### src/rtl/dds_spi_cfg_bridge.sv
// SPI-mode-0 slave to DDS parallel register port bridge; one write or sync pulse per frame.
// Define DDS_CFG_PARITY_EN for 34-bit frames carrying a trailing even-parity bit.
module dds_spi_cfg_bridge #(
    parameter logic [8:0]  SYNC_ADDR = 9'h1FE,
    parameter int unsigned SYNC_LEN  = 4
) (
    input  logic        clk,
    input  logic        resetn,
    input  logic        spi_sclk,
    input  logic        spi_csn,
    input  logic        spi_mosi,
    output logic [8:0]  addr,
    output logic [23:0] data,
    output logic        wr_en,
    output logic        sync,
    output logic        busy,
    output logic [7:0]  err_cnt
);

`ifdef DDS_CFG_PARITY_EN
    localparam int FRAME_LEN = 34;
`else
    localparam int FRAME_LEN = 33;
`endif
    localparam logic [5:0] FRAME_LEN_C = 6'(FRAME_LEN);
    localparam logic [3:0] SYNC_LEN_C  = 4'(SYNC_LEN);

    typedef enum logic [1:0] {ST_IDLE, ST_CHECK, ST_WRITE, ST_SYNC} state_t;

    // Per pin: [0] and [1] form the synchroniser, [2] is the history flop.
    logic [2:0] sclk_q, csn_q, mosi_q;
    logic       sclk_rise, csn_fall, csn_rise;

    // NOTE: sequential state is written only with <= so every flop samples pre-edge values.
    always_ff @(posedge clk or negedge resetn) begin
        if (!resetn) begin
            sclk_q <= 3'b000;
            csn_q  <= 3'b111;
            mosi_q <= 3'b000;
        end else begin
            sclk_q <= {sclk_q[1:0], spi_sclk};
            csn_q  <= {csn_q[1:0], spi_csn};
            mosi_q <= {mosi_q[1:0], spi_mosi};
        end
    end

    assign sclk_rise = sclk_q[1] & ~sclk_q[2];
    assign csn_fall  = ~csn_q[1] & csn_q[2];
    assign csn_rise  = csn_q[1] & ~csn_q[2];

    // Only the last FRAME_LEN bits shifted in can ever form a valid frame.
    logic [FRAME_LEN-1:0] shift_q;
    logic [5:0]           bit_cnt_q;

    always_ff @(posedge clk or negedge resetn) begin
        if (!resetn) begin
            shift_q   <= '0;
            bit_cnt_q <= '0;
        end else if (csn_fall) begin
            bit_cnt_q <= '0;
        end else if (!csn_q[1] && sclk_rise) begin
            // mosi history sample was taken before the sclk rise reached the pins' sync chain.
            shift_q <= {shift_q[FRAME_LEN-2:0], mosi_q[2]};
            if (bit_cnt_q != 6'd63) begin
                bit_cnt_q <= bit_cnt_q + 6'd1;
            end
        end
    end

    state_t               state_q, state_d;
    logic [FRAME_LEN-1:0] frame_q, frame_d;
    logic [5:0]           len_q, len_d;
    logic [3:0]           cnt_q, cnt_d;
    logic [8:0]           addr_q, addr_d;
    logic [23:0]          data_q, data_d;
    logic [7:0]           err_q, err_d;
    logic                 wr_en_q, sync_q, busy_q;
    logic [1:0]           err_inc;
    logic [8:0]           err_sum;
    logic                 frame_valid;
    logic [8:0]           frame_addr;
    logic [23:0]          frame_data;

    assign frame_addr = frame_q[FRAME_LEN-1 -: 9];
    assign frame_data = frame_q[FRAME_LEN-10 -: 24];
`ifdef DDS_CFG_PARITY_EN
    assign frame_valid = (len_q == FRAME_LEN_C) && !(^frame_q);
`else
    assign frame_valid = (len_q == FRAME_LEN_C);
`endif

    // NOTE: every always_comb output gets a default first so no path infers a latch.
    always_comb begin
        state_d = state_q;
        frame_d = frame_q;
        len_d   = len_q;
        cnt_d   = cnt_q;
        addr_d  = addr_q;
        data_d  = data_q;
        err_inc = 2'd0;
        case (state_q)
            ST_IDLE: begin
                if (csn_rise) begin
                    frame_d = shift_q;
                    len_d   = bit_cnt_q;
                    state_d = ST_CHECK;
                end
            end
            ST_CHECK: begin
                if (!frame_valid) begin
                    err_inc = 2'd1;
                    state_d = ST_IDLE;
                end else if (frame_addr == SYNC_ADDR) begin
                    cnt_d   = SYNC_LEN_C;
                    state_d = ST_SYNC;
                end else begin
                    addr_d  = frame_addr;
                    data_d  = frame_data;
                    state_d = ST_WRITE;
                end
            end
            ST_WRITE: state_d = ST_IDLE;
            ST_SYNC: begin
                if (cnt_q == 4'd1) begin
                    state_d = ST_IDLE;
                end else begin
                    cnt_d = cnt_q - 4'd1;
                end
            end
            default: state_d = ST_IDLE;
        endcase
        // A frame ending while the previous one is still being handled is dropped.
        if (csn_rise && state_q != ST_IDLE) begin
            err_inc = err_inc + 2'd1;
        end
        err_sum = 9'(err_q) + 9'(err_inc);
        err_d   = err_sum[8] ? 8'hFF : err_sum[7:0];
    end

    always_ff @(posedge clk or negedge resetn) begin
        if (!resetn) begin
            state_q <= ST_IDLE;
            frame_q <= '0;
            len_q   <= '0;
            cnt_q   <= '0;
            addr_q  <= '0;
            data_q  <= '0;
            err_q   <= '0;
            wr_en_q <= 1'b0;
            sync_q  <= 1'b0;
            busy_q  <= 1'b0;
        end else begin
            state_q <= state_d;
            frame_q <= frame_d;
            len_q   <= len_d;
            cnt_q   <= cnt_d;
            addr_q  <= addr_d;
            data_q  <= data_d;
            err_q   <= err_d;
            wr_en_q <= (state_d == ST_WRITE);
            sync_q  <= (state_d == ST_SYNC);
            busy_q  <= (state_d != ST_IDLE);
        end
    end

    assign addr    = addr_q;
    assign data    = data_q;
    assign wr_en   = wr_en_q;
    assign sync    = sync_q;
    assign busy    = busy_q;
    assign err_cnt = err_q;

endmodule

### config.mk
export PLATFORM = sky130hd
export DESIGN_NAME = dds_spi_cfg_bridge
export DESIGN_NICKNAME = d
export VERILOG_FILES = /design/src/rtl/dds_spi_cfg_bridge.sv
export SDC_FILE = /design/constraint.sdc
export NUM_CORES = 1
export LEC_CHECK = 0
export BUFFER_PORTS_ARGS = -buffer_cell sky130_fd_sc_hd__buf_2
export CORE_MARGIN = 2
export CORE_UTILIZATION = 55
export CTS_CLUSTER_SIZE = 24
export DETAILED_ROUTE_END_ITERATION = 10
export GPL_TIMING_DRIVEN = 0
export PLACE_DENSITY = 0.86
export SLEW_MARGIN = 20
export SYNTH_ARGS = -nofsm -noshare
export SYNTH_HDL_FRONTEND = slang
export SYNTH_SLANG_ARGS = --single-unit
export TNS_END_PERCENT = 10
### constraint.sdc
create_clock -name clk -period 6.81 [get_ports clk]
set_input_delay 0.681 -clock clk [delete_from_list [all_inputs] [get_ports clk]]
set_output_delay 0.681 -clock clk [all_outputs]
set_load 0.02 [all_outputs]
# After elaboration in Yosys (flattened, before gate mapping)
# Index checks and enable logic that the tools add are counted.
word_totals:
  register_bits: 137
  in_bits: 5
  out_inout_bits: 44
  word_cells: 69
op_classes:
  add_sub_neg: 4
  eq_ne: 12
  mux: 16
  bitwise_logic: 8
  n_reduce_logical: 14
op_table:
  columns: ["op", "n"]
  rows:
  - ["6-bit two-way mux", 3]
  - ["4-bit two-way mux", 3]
  - ["2-bit nonzero test", 5]
  - ["8-bit by 2-bit adder with 9-bit output", 1]
  - ["9-bit equality test (second input constant)", 1]
  - ["2-bit equality test (second input constant)", 4]
  - ["2-bit two-way mux", 4]
  - ["8-bit two-way mux", 1]
  - ["2-bit one-hot mux with 4 select lines", 1]
  - ["4-bit one-hot mux with 2 select lines", 1]
  - ["6-bit by 1-bit adder with 6-bit output (second input constant)", 1]
  - ["6-bit equality test (second input constant)", 1]
  - ["2-bit inequality test (second input constant)", 3]
  - ["6-bit inequality test (second input constant)", 1]
  - ["2-bit AND reduction", 3]
  - ["1-bit NOT", 5]
  - ["4-bit by 1-bit equality test with 1-bit output (second input constant)", 1]
  - ["4-bit AND reduction", 1]
  - ["4-bit by 1-bit subtractor with 4-bit output (second input constant)", 1]
  - ["1-bit bitwise AND", 3]
  - ["1-bit two-way mux", 3]
  - ["3-bit AND reduction", 1]
  - ["2-bit by 1-bit adder with 2-bit output (second input constant)", 1]
  - ["2-bit by 1-bit equality test with 1-bit output (second input constant)", 1]
  - ["other kinds (3)", 4]

# Longest topological paths before layout
# Gate-level depths: netlist of the first run.
logic_depth:
  word_depth: 7
  mapped_depth: 11

# Least setup slack after synthesis of the first run
# No wires, ideal clock.
synth_path:
  path_kind: "flip-flop to flip-flop"
  start: "register len_q[1]"
  end: "register err_q[6], in the netlist err_cnt[6]"
  t_arrival_ns: 2.626
  path_slack_ns: 4.059
  path_stages_with_launch: 11
  path_buffers: 0
  period_less_slack_ns: 2.751
  cell_sequence: "dfrtp_1 or4b_4 nor3b_1 nor3b_1 ha_1 ha_1 inv_1 fa_1 nor2b_1 nand4_1 mux2_2"
synth_between:
  elab_chain_cells: 7
synth_lines:
  columns: ["item", "line_no", "rtl"]
  rows:
  - ["start, declared", "72", "logic [5:0] len_q, len_d;"]
  - ["start signal, assigned", "155", "len_q <= len_d;"]
  - ["6-bit equality test (*)", "89", "assign frame_valid = (len_q == FRAME_LEN_C);"]
  - ["1-bit two-way mux (*)", "110", "if (!frame_valid) begin"]
  - ["1-bit two-way mux (*)", "101", "case (state_q)"]
  - ["2-bit by 1-bit adder with 2-bit output", "134", "err_inc = err_inc + 2'd1;"]
  - ["2-bit two-way mux (*)", "133", "if (csn_rise && state_q != ST_IDLE) begin"]
  - ["8-bit by 2-bit adder with 9-bit output (*)", "136", "err_sum = 9'(err_q) + 9'(err_inc);"]
  - ["8-bit two-way mux (*)", "137", "err_d = err_sum[8] ? 8'hFF : err_sum[7:0];"]
  - ["via err_d[6]", "76", "logic [7:0] err_q, err_d;"]
  - ["end signal, assigned", "159", "err_q <= err_d;"]
  - ["end, declared", "76", null]
# The timed path passes the listed nets; every way through them passes the cells marked *.
# A chain may end at the register's enable or synchronous reset.

# Worst setup path after layout of the first run
layout_path:
  start: "register len_q[1]"
  end: "register err_q[5], in the netlist err_cnt[5]"
# Same word-level chain as after synthesis.

==> impl_metrics.yaml, run 1 <==
outcome:
  status: "finished clean"
die:
  core_mm2: 0.00968
  num_rows: 36
  io_pins: 49
  die_w_um: 103
  start_util_pct: 56.1
  dieHeight_um: 103
  die_area_mm2: 0.0107
logic_synthesis:
  yosys_warnings: 0
  ys_seq_area_share_pct: 63.1
  syn_avg_cell_area_um2: 14.9
  syn-num-nets: 376
  synth_edf_count: 0
  netlist_instances: 364
  netlist_area_mm2: 0.00544
  ys.flop_type: "dfrtp_1"
  ys_seq_elements: 137
  synth-async-reset-ratio_pct: 100
  synth_cell_types: 42
route:
  drt_iter0_drc: 103
  wl_per_cell_um: 16.2
  route.detailed.drc: 0
  wirelength_um: 9390
  via_per_inst: 5.35
  drtAntennaViolNets: 0
  dr.pass1.iters: 4
  dr_total_vias: 3092
clocking:
  cts_root_buffer: "clkbuf_8"
  cts.repair.resized: 0
  cts_hold_buf: 0
  post_cts_buffers: 0
  cts_made_buffers: 17
  clock_path_buffers: 2
  htree_levels: 4
  clkTransAtPathRegs_ns: 0.06
  cts_sinks: 137
  cts_tree: "done"
  worst_skew_pair.late_latency_ns: 0.52
final_layout:
  num_antenna_cells: 0
  ff_latch_area_mm2: 0.00343
  fin_cells: 578
  fillers: 658
  post_route_cells_drive_above_1_share_pct: 44.0
  syn2layout_area_growth_pct: 18.8
  final_nets: 444
  multi_input_area_mm2: 0.00188
power:
  ir_drop_mv: 0.195
  pwr_density_cell_mw_per_mm2: 298
  leakagePower_nw: 3.29
job:
  cap_violations: 0
critical_path:
  worstPathCellList: "or4b_4 > nor3b_1 > nor3b_1 > ha_1 > ha_1 > inv_1 > fa_1 > nor2b_1 > nand4_1 > nand3_1 > o21a_1"
  crit_family: "simple AND/OR/NAND/NOR gates"
  critPathMaxStageDelay_ns: 0.54
  path_buf_inv: 1
  cp-end-kind: "flop"
  crit_type: "reg -> reg"
  startpoint_type: "flop"
  crit_arrival_ns: 3.54
  cp_data_required_time_ns: 7.26
  crit_fanout: 6
  crit_slowest_cell: "or4b_4"
placed_design:
  dp_slack_ns: 3.74
  hpwlAfterDp_um: 6160
  place_inst: 546
  gp_congestion: 0.811
  port_buffers: 48
sta:
  tns_ns: 0
  holdWs_ns: 0.0949
  fin_crit_sh_pct: 45.3
  setup_viol: 0
  clock.fmax_mhz: 324
  timing.max_slew.rel_slack_pct: 52.1
  finalWorstSetupSlack_ns: 3.73
  fin_crit_ns: 3.08
  worst_slew_pin_slew_ns: 0.713
  rsz0062_at_grt: "no"
  clock_skew_ns: 0.00661
  slew_violations: 0
  hold_viol_final: 0
global_route:
  grt_overflow: 0
  track_usage_pct: 19.4
  grt_max_degree: 74
  grt_pass1_vias: 3180
  grt_pass1_wl_um: 15700
  grt_antenna_before_repair: 0
worst_hold_path:
  min_path_type: "in -> async"
-- flip-flops by register name, summed over array words and instances, names as in the netlist, 4 cells and up --
register,cells
frame_q,33
shift_q,33
data,24
addr,9
err_cnt,8
bit_cnt_q,6
len_q,6
cnt_q,4
-- final cells by class --
type / instances / share of cell area (%)
flip-flops and latches: 137 / 53.1
plain buffers: 13 / 1.55
clock inverters: 13 / 2.25
well taps: 133 / 2.58
inverters: 7 / 0.407
clock buffers: 19 / 6.68
repair buffers: 49 / 4.30
multi-input cells: 207 / 29.1
-- final timing paths --
check                      startpoint  slack, ns  depth (start not counted)         end
hold reg to reg             mosi_q[0]       0.35                          0   mosi_q[1]
hold / removal                 resetn       0.09                          1  err_cnt[7]
setup reg to reg             len_q[1]       3.73                         11  err_cnt[5]
min in group clk              spi_csn       0.26                          1    csn_q[0]
setup / recovery             len_q[1]       3.73                         11  err_cnt[5]
max in group asynchronous      resetn       5.98                          2    csn_q[1]
-- power breakdown --
part / total, mW / switching, mW / internal (mW)
combinational: 0.140 / 0.0790 / 0.0612
sequential: 0.898 / 0.0376 / 0.861
clock: 0.883 / 0.349 / 0.534
-- placed cells by master, fill, tap and decap left out, types with 6 or more instances in the layout --
cell type    n
a31oi_1      7
buf_2       53
clkbuf_16   16
dfrtp_1    134
ha_1         6
inv_1        7
mux2_2      88
mux2_4      10
nand2_1     12
nand3_1      8
nor2_1      10
o21ai_0     10
o22a_1       6
-- kinds of logic (layout without fill, tap and decap cells) --
kind of cell	after synthesis	in the layout	synth area share [%]
flip-flops	137	137	63.1
AND/OR/NAND/NOR	64	64	6.97
adder cells (fa/ha/maj)	7	7	1.75
buffers and inverters	20	101	2.32
multiplexers	102	102	21.7
XOR/XNOR	2	2	0.322
AO/OA/AOI/OAI	32	32	3.80
-- through the flow --
stage	util, %	power (mW)	area, µm²
after floorplan	-	0.992	5440
after global placement	60.3	1.04	5840
after detailed placement	60.7	1.05	5880
after CTS	66.7	1.94	6460
after global routing	66.7	1.99	6460
final	66.7	1.92	6460
-- synth_stat cells (all sizes together), types with 3 or more instances --
cell / count / area share (%)
buf: 10 / 1.6
nand3: 8 / 0.74
dfstp: 3 / 1.4
inv: 7 / 0.48
o22a: 6 / 0.97
nor2b: 5 / 0.58
mux2: 98 / 21
dfrtp: 134 / 62
nand2: 12 / 0.83
nand2b: 5 / 0.71
and3: 3 / 0.35
nand4: 3 / 0.35
a21oi: 3 / 0.28
o21ai: 10 / 0.92
a211oi: 3 / 0.41
a31oi: 7 / 0.81
and2: 5 / 0.58
ha: 6 / 1.4
clkbuf: 3 / 0.21
nor2: 11 / 1.1
nor3b: 4 / 0.55
mux2i: 4 / 0.74
-- routing by layer --
metal / GRT usage, % / vias to the layer above / wire (µm)
met5: 0 / - / 0
met4: 6.88 / 0 / 141
met3: 5.31 / 14 / 395
met2: 31.2 / 62 / 4640
met1: 25.6 / 1587 / 4210
li1: - / 1429 / -
No activity file was read; power rests on OpenSTA's default activity.
==> run 2, diff against run 1 <==
CORE_UTILIZATION = 53   (was 55)
clock period = 2.6 ns   (was 6.81 ns; I/O delays follow)
==> impl_metrics.yaml, run 2 (synthesis gave the netlist of run 1 again) <==
outcome:
  status: "finished, violations left"
  violations: "negative setup slack"
final_layout:
  post_route_cells_drive_above_1_share_pct: 45.3
  utilization_pct: 66.2
  final_common_cell: "dfrtp_1"
  num_antenna_cells: 0
  syn2layout_area_growth_pct: 20.1
  fillers: 695
  final_nets: 452
  most-common-layout-cells: "dfrtp_1, mux2_2, buf_2"
sta:
  clock.fmax_mhz: 364
  finalWorstSetupSlack_ns: -0.144
  slew_violations: 0
  clock_skew_ns: 0.0110
  tns_ns: -0.742
  worst_slew_pin_slew_ns: 0.744
  hold_viol_final: 0
  fin_crit_ns: 2.74
  setup_viol: 7
  timing.max_slew.rel_slack_pct: 50.0
  rsz0062_at_grt: "yes"
  fin_crit_sh_pct: 106
route:
  wirelength_um: 9540
  via_per_inst: 5.45
  drtAntennaViolNets: 0
  wl_per_cell_um: 16.3
  dr_total_vias: 3191
  route.detailed.drc: 0
  drt_iter0_drc: 104
  dr.pass1.iters: 4
critical_path:
  path_depth: 10
  crit_family: "simple AND/OR/NAND/NOR gates"
  crit_slowest_cell: "or4b_4"
  cp_data_required_time_ns: 3.01
  critPathMaxStageDelay_ns: 0.55
  crit_type: "reg -> reg"
  cp-end-kind: "flop"
  worstPathCellList: "or4b_4 > nor3b_2 > nor3b_1 > ha_1 > ha_2 > inv_1 > fa_2 > nor2b_4 > nand4_1 > mux2_2"
  crit_arrival_ns: 3.15
  rr_worst_depth: 10
  path_buf_inv: 1
  crit_fanout: 4
  startpoint_type: "flop"
die:
  start_util_pct: 55.1
  io_pins: 49
  num_rows: 36
  die_area_mm2: 0.0111
  dieHeight_um: 105
  core_mm2: 0.00986
  die_w_um: 105
global_route:
  grt_pass1_wl_um: 16200
  grt_pass1_vias: 3234
  grt_overflow: 0
  grt_max_degree: 87
  track_usage_pct: 18.8
  grt_antenna_before_repair: 0
clocking:
  cts_made_buffers: 17
  htree_levels: 4
  cts_sinks: 137
  worst_skew_pair.late_latency_ns: 0.53
  cts_root_buffer: "clkbuf_8"
  cts_tree: "done"
  clock_path_buffers: 2
  clkTransAtPathRegs_ns: 0.07
placed_design:
  port_buffers: 48
  hpwlAfterDp_um: 5890
  gp_congestion: 0.779
worst_hold_path:
  min_path_type: "in -> async"
power:
  design_power_total_mw: 5.00
  pwr_density_cell_mw_per_mm2: 766
  leakagePower_nw: 3.33
  ir_drop_mv: 0.446
job:
  cap_violations: 0
-- run 2: changes by cell type in the layout (fill, tap and decap cells not counted), sizes merged --
cell | before | now
buf | 59 | 63
bufinv | 2 | 0
clkbuf | 22 | 20
clkinv | 5 | 2
clkinvlp | 3 | 1
dlygate4sd3 | 0 | 4
inv | 10 | 19
-- run 2: final timing paths --
kind | start | to | slack, ns
min in group clk | sclk_q[0] | sclk_q[1] | 0.35
hold reg to reg | sclk_q[0] | sclk_q[1] | 0.35
hold / removal | resetn | wr_en | 0.23
max in group asynchronous | resetn | csn_q[0] | 1.59
setup reg to reg | len_q[1] | err_cnt[6] | -0.14
setup / recovery | len_q[1] | err_cnt[6] | -0.14
-- run 2: metrics by stage --
stage               std cells  instance area, µm²  setup slack [ns]  hold WS [ns]
floorplan                 364                5450            0.0151       -0.0356
global placement          545                5860            -0.460         0.338
detailed placement        546                5900            -0.242         0.194
CTS                       586                6530            -0.137         0.228
global route              586                6530            -0.278         0.267
finish                    586                6530            -0.144         0.227
-- run 2: repair_timing --
| item | in CTS | in global routing |
|---|---|---|
| resized for setup | 0 | 1 |
| hold buffers | 4 | 0 |
| hold endpoints to repair | 54 | 0 |
| setup endpoints to repair | 7 | 8 |
| setup buffers | 4 | 0 |
| pin swaps | 2 | 2 |
-- run 2: power by group --
group	internal, mW	leakage, nW	switching (mW)
Sequential	2.25	1.86	0.103
Clock	1.23	0.277	1.03
Combinational	0.172	1.19	0.208
Total	3.66	3.33	1.35
-- run 2: final cells by class --
| type | count | area (µm²) | area share, % |
|---|---|---|---|
| Sequential cell | 137 | 3430 | 52.6 |
| Buffer | 13 | 100 | 1.53 |
| Tap cell | 133 | 166 | 2.55 |
| Inverter | 7 | 26.3 | 0.402 |
| Multi-Input combinational cell | 207 | 1900 | 29.0 |
| Clock inverter | 15 | 146 | 2.24 |
| Timing Repair Buffer | 57 | 348 | 5.33 |
| Clock buffer | 17 | 414 | 6.34 |
-- run 2: metal layers --
layer | wire length (µm) | vias up | share of wire [%] | GRT usage (%)
li1 | - | 1451 | - | -
met1 | 4260 | 1642 | 45 | 24.5
met2 | 4780 | 82 | 50 | 30.0
met3 | 384 | 16 | 4.0 | 5.94
met4 | 121 | 0 | 1.3 | 6.57
met5 | 0 | - | 0 | 0
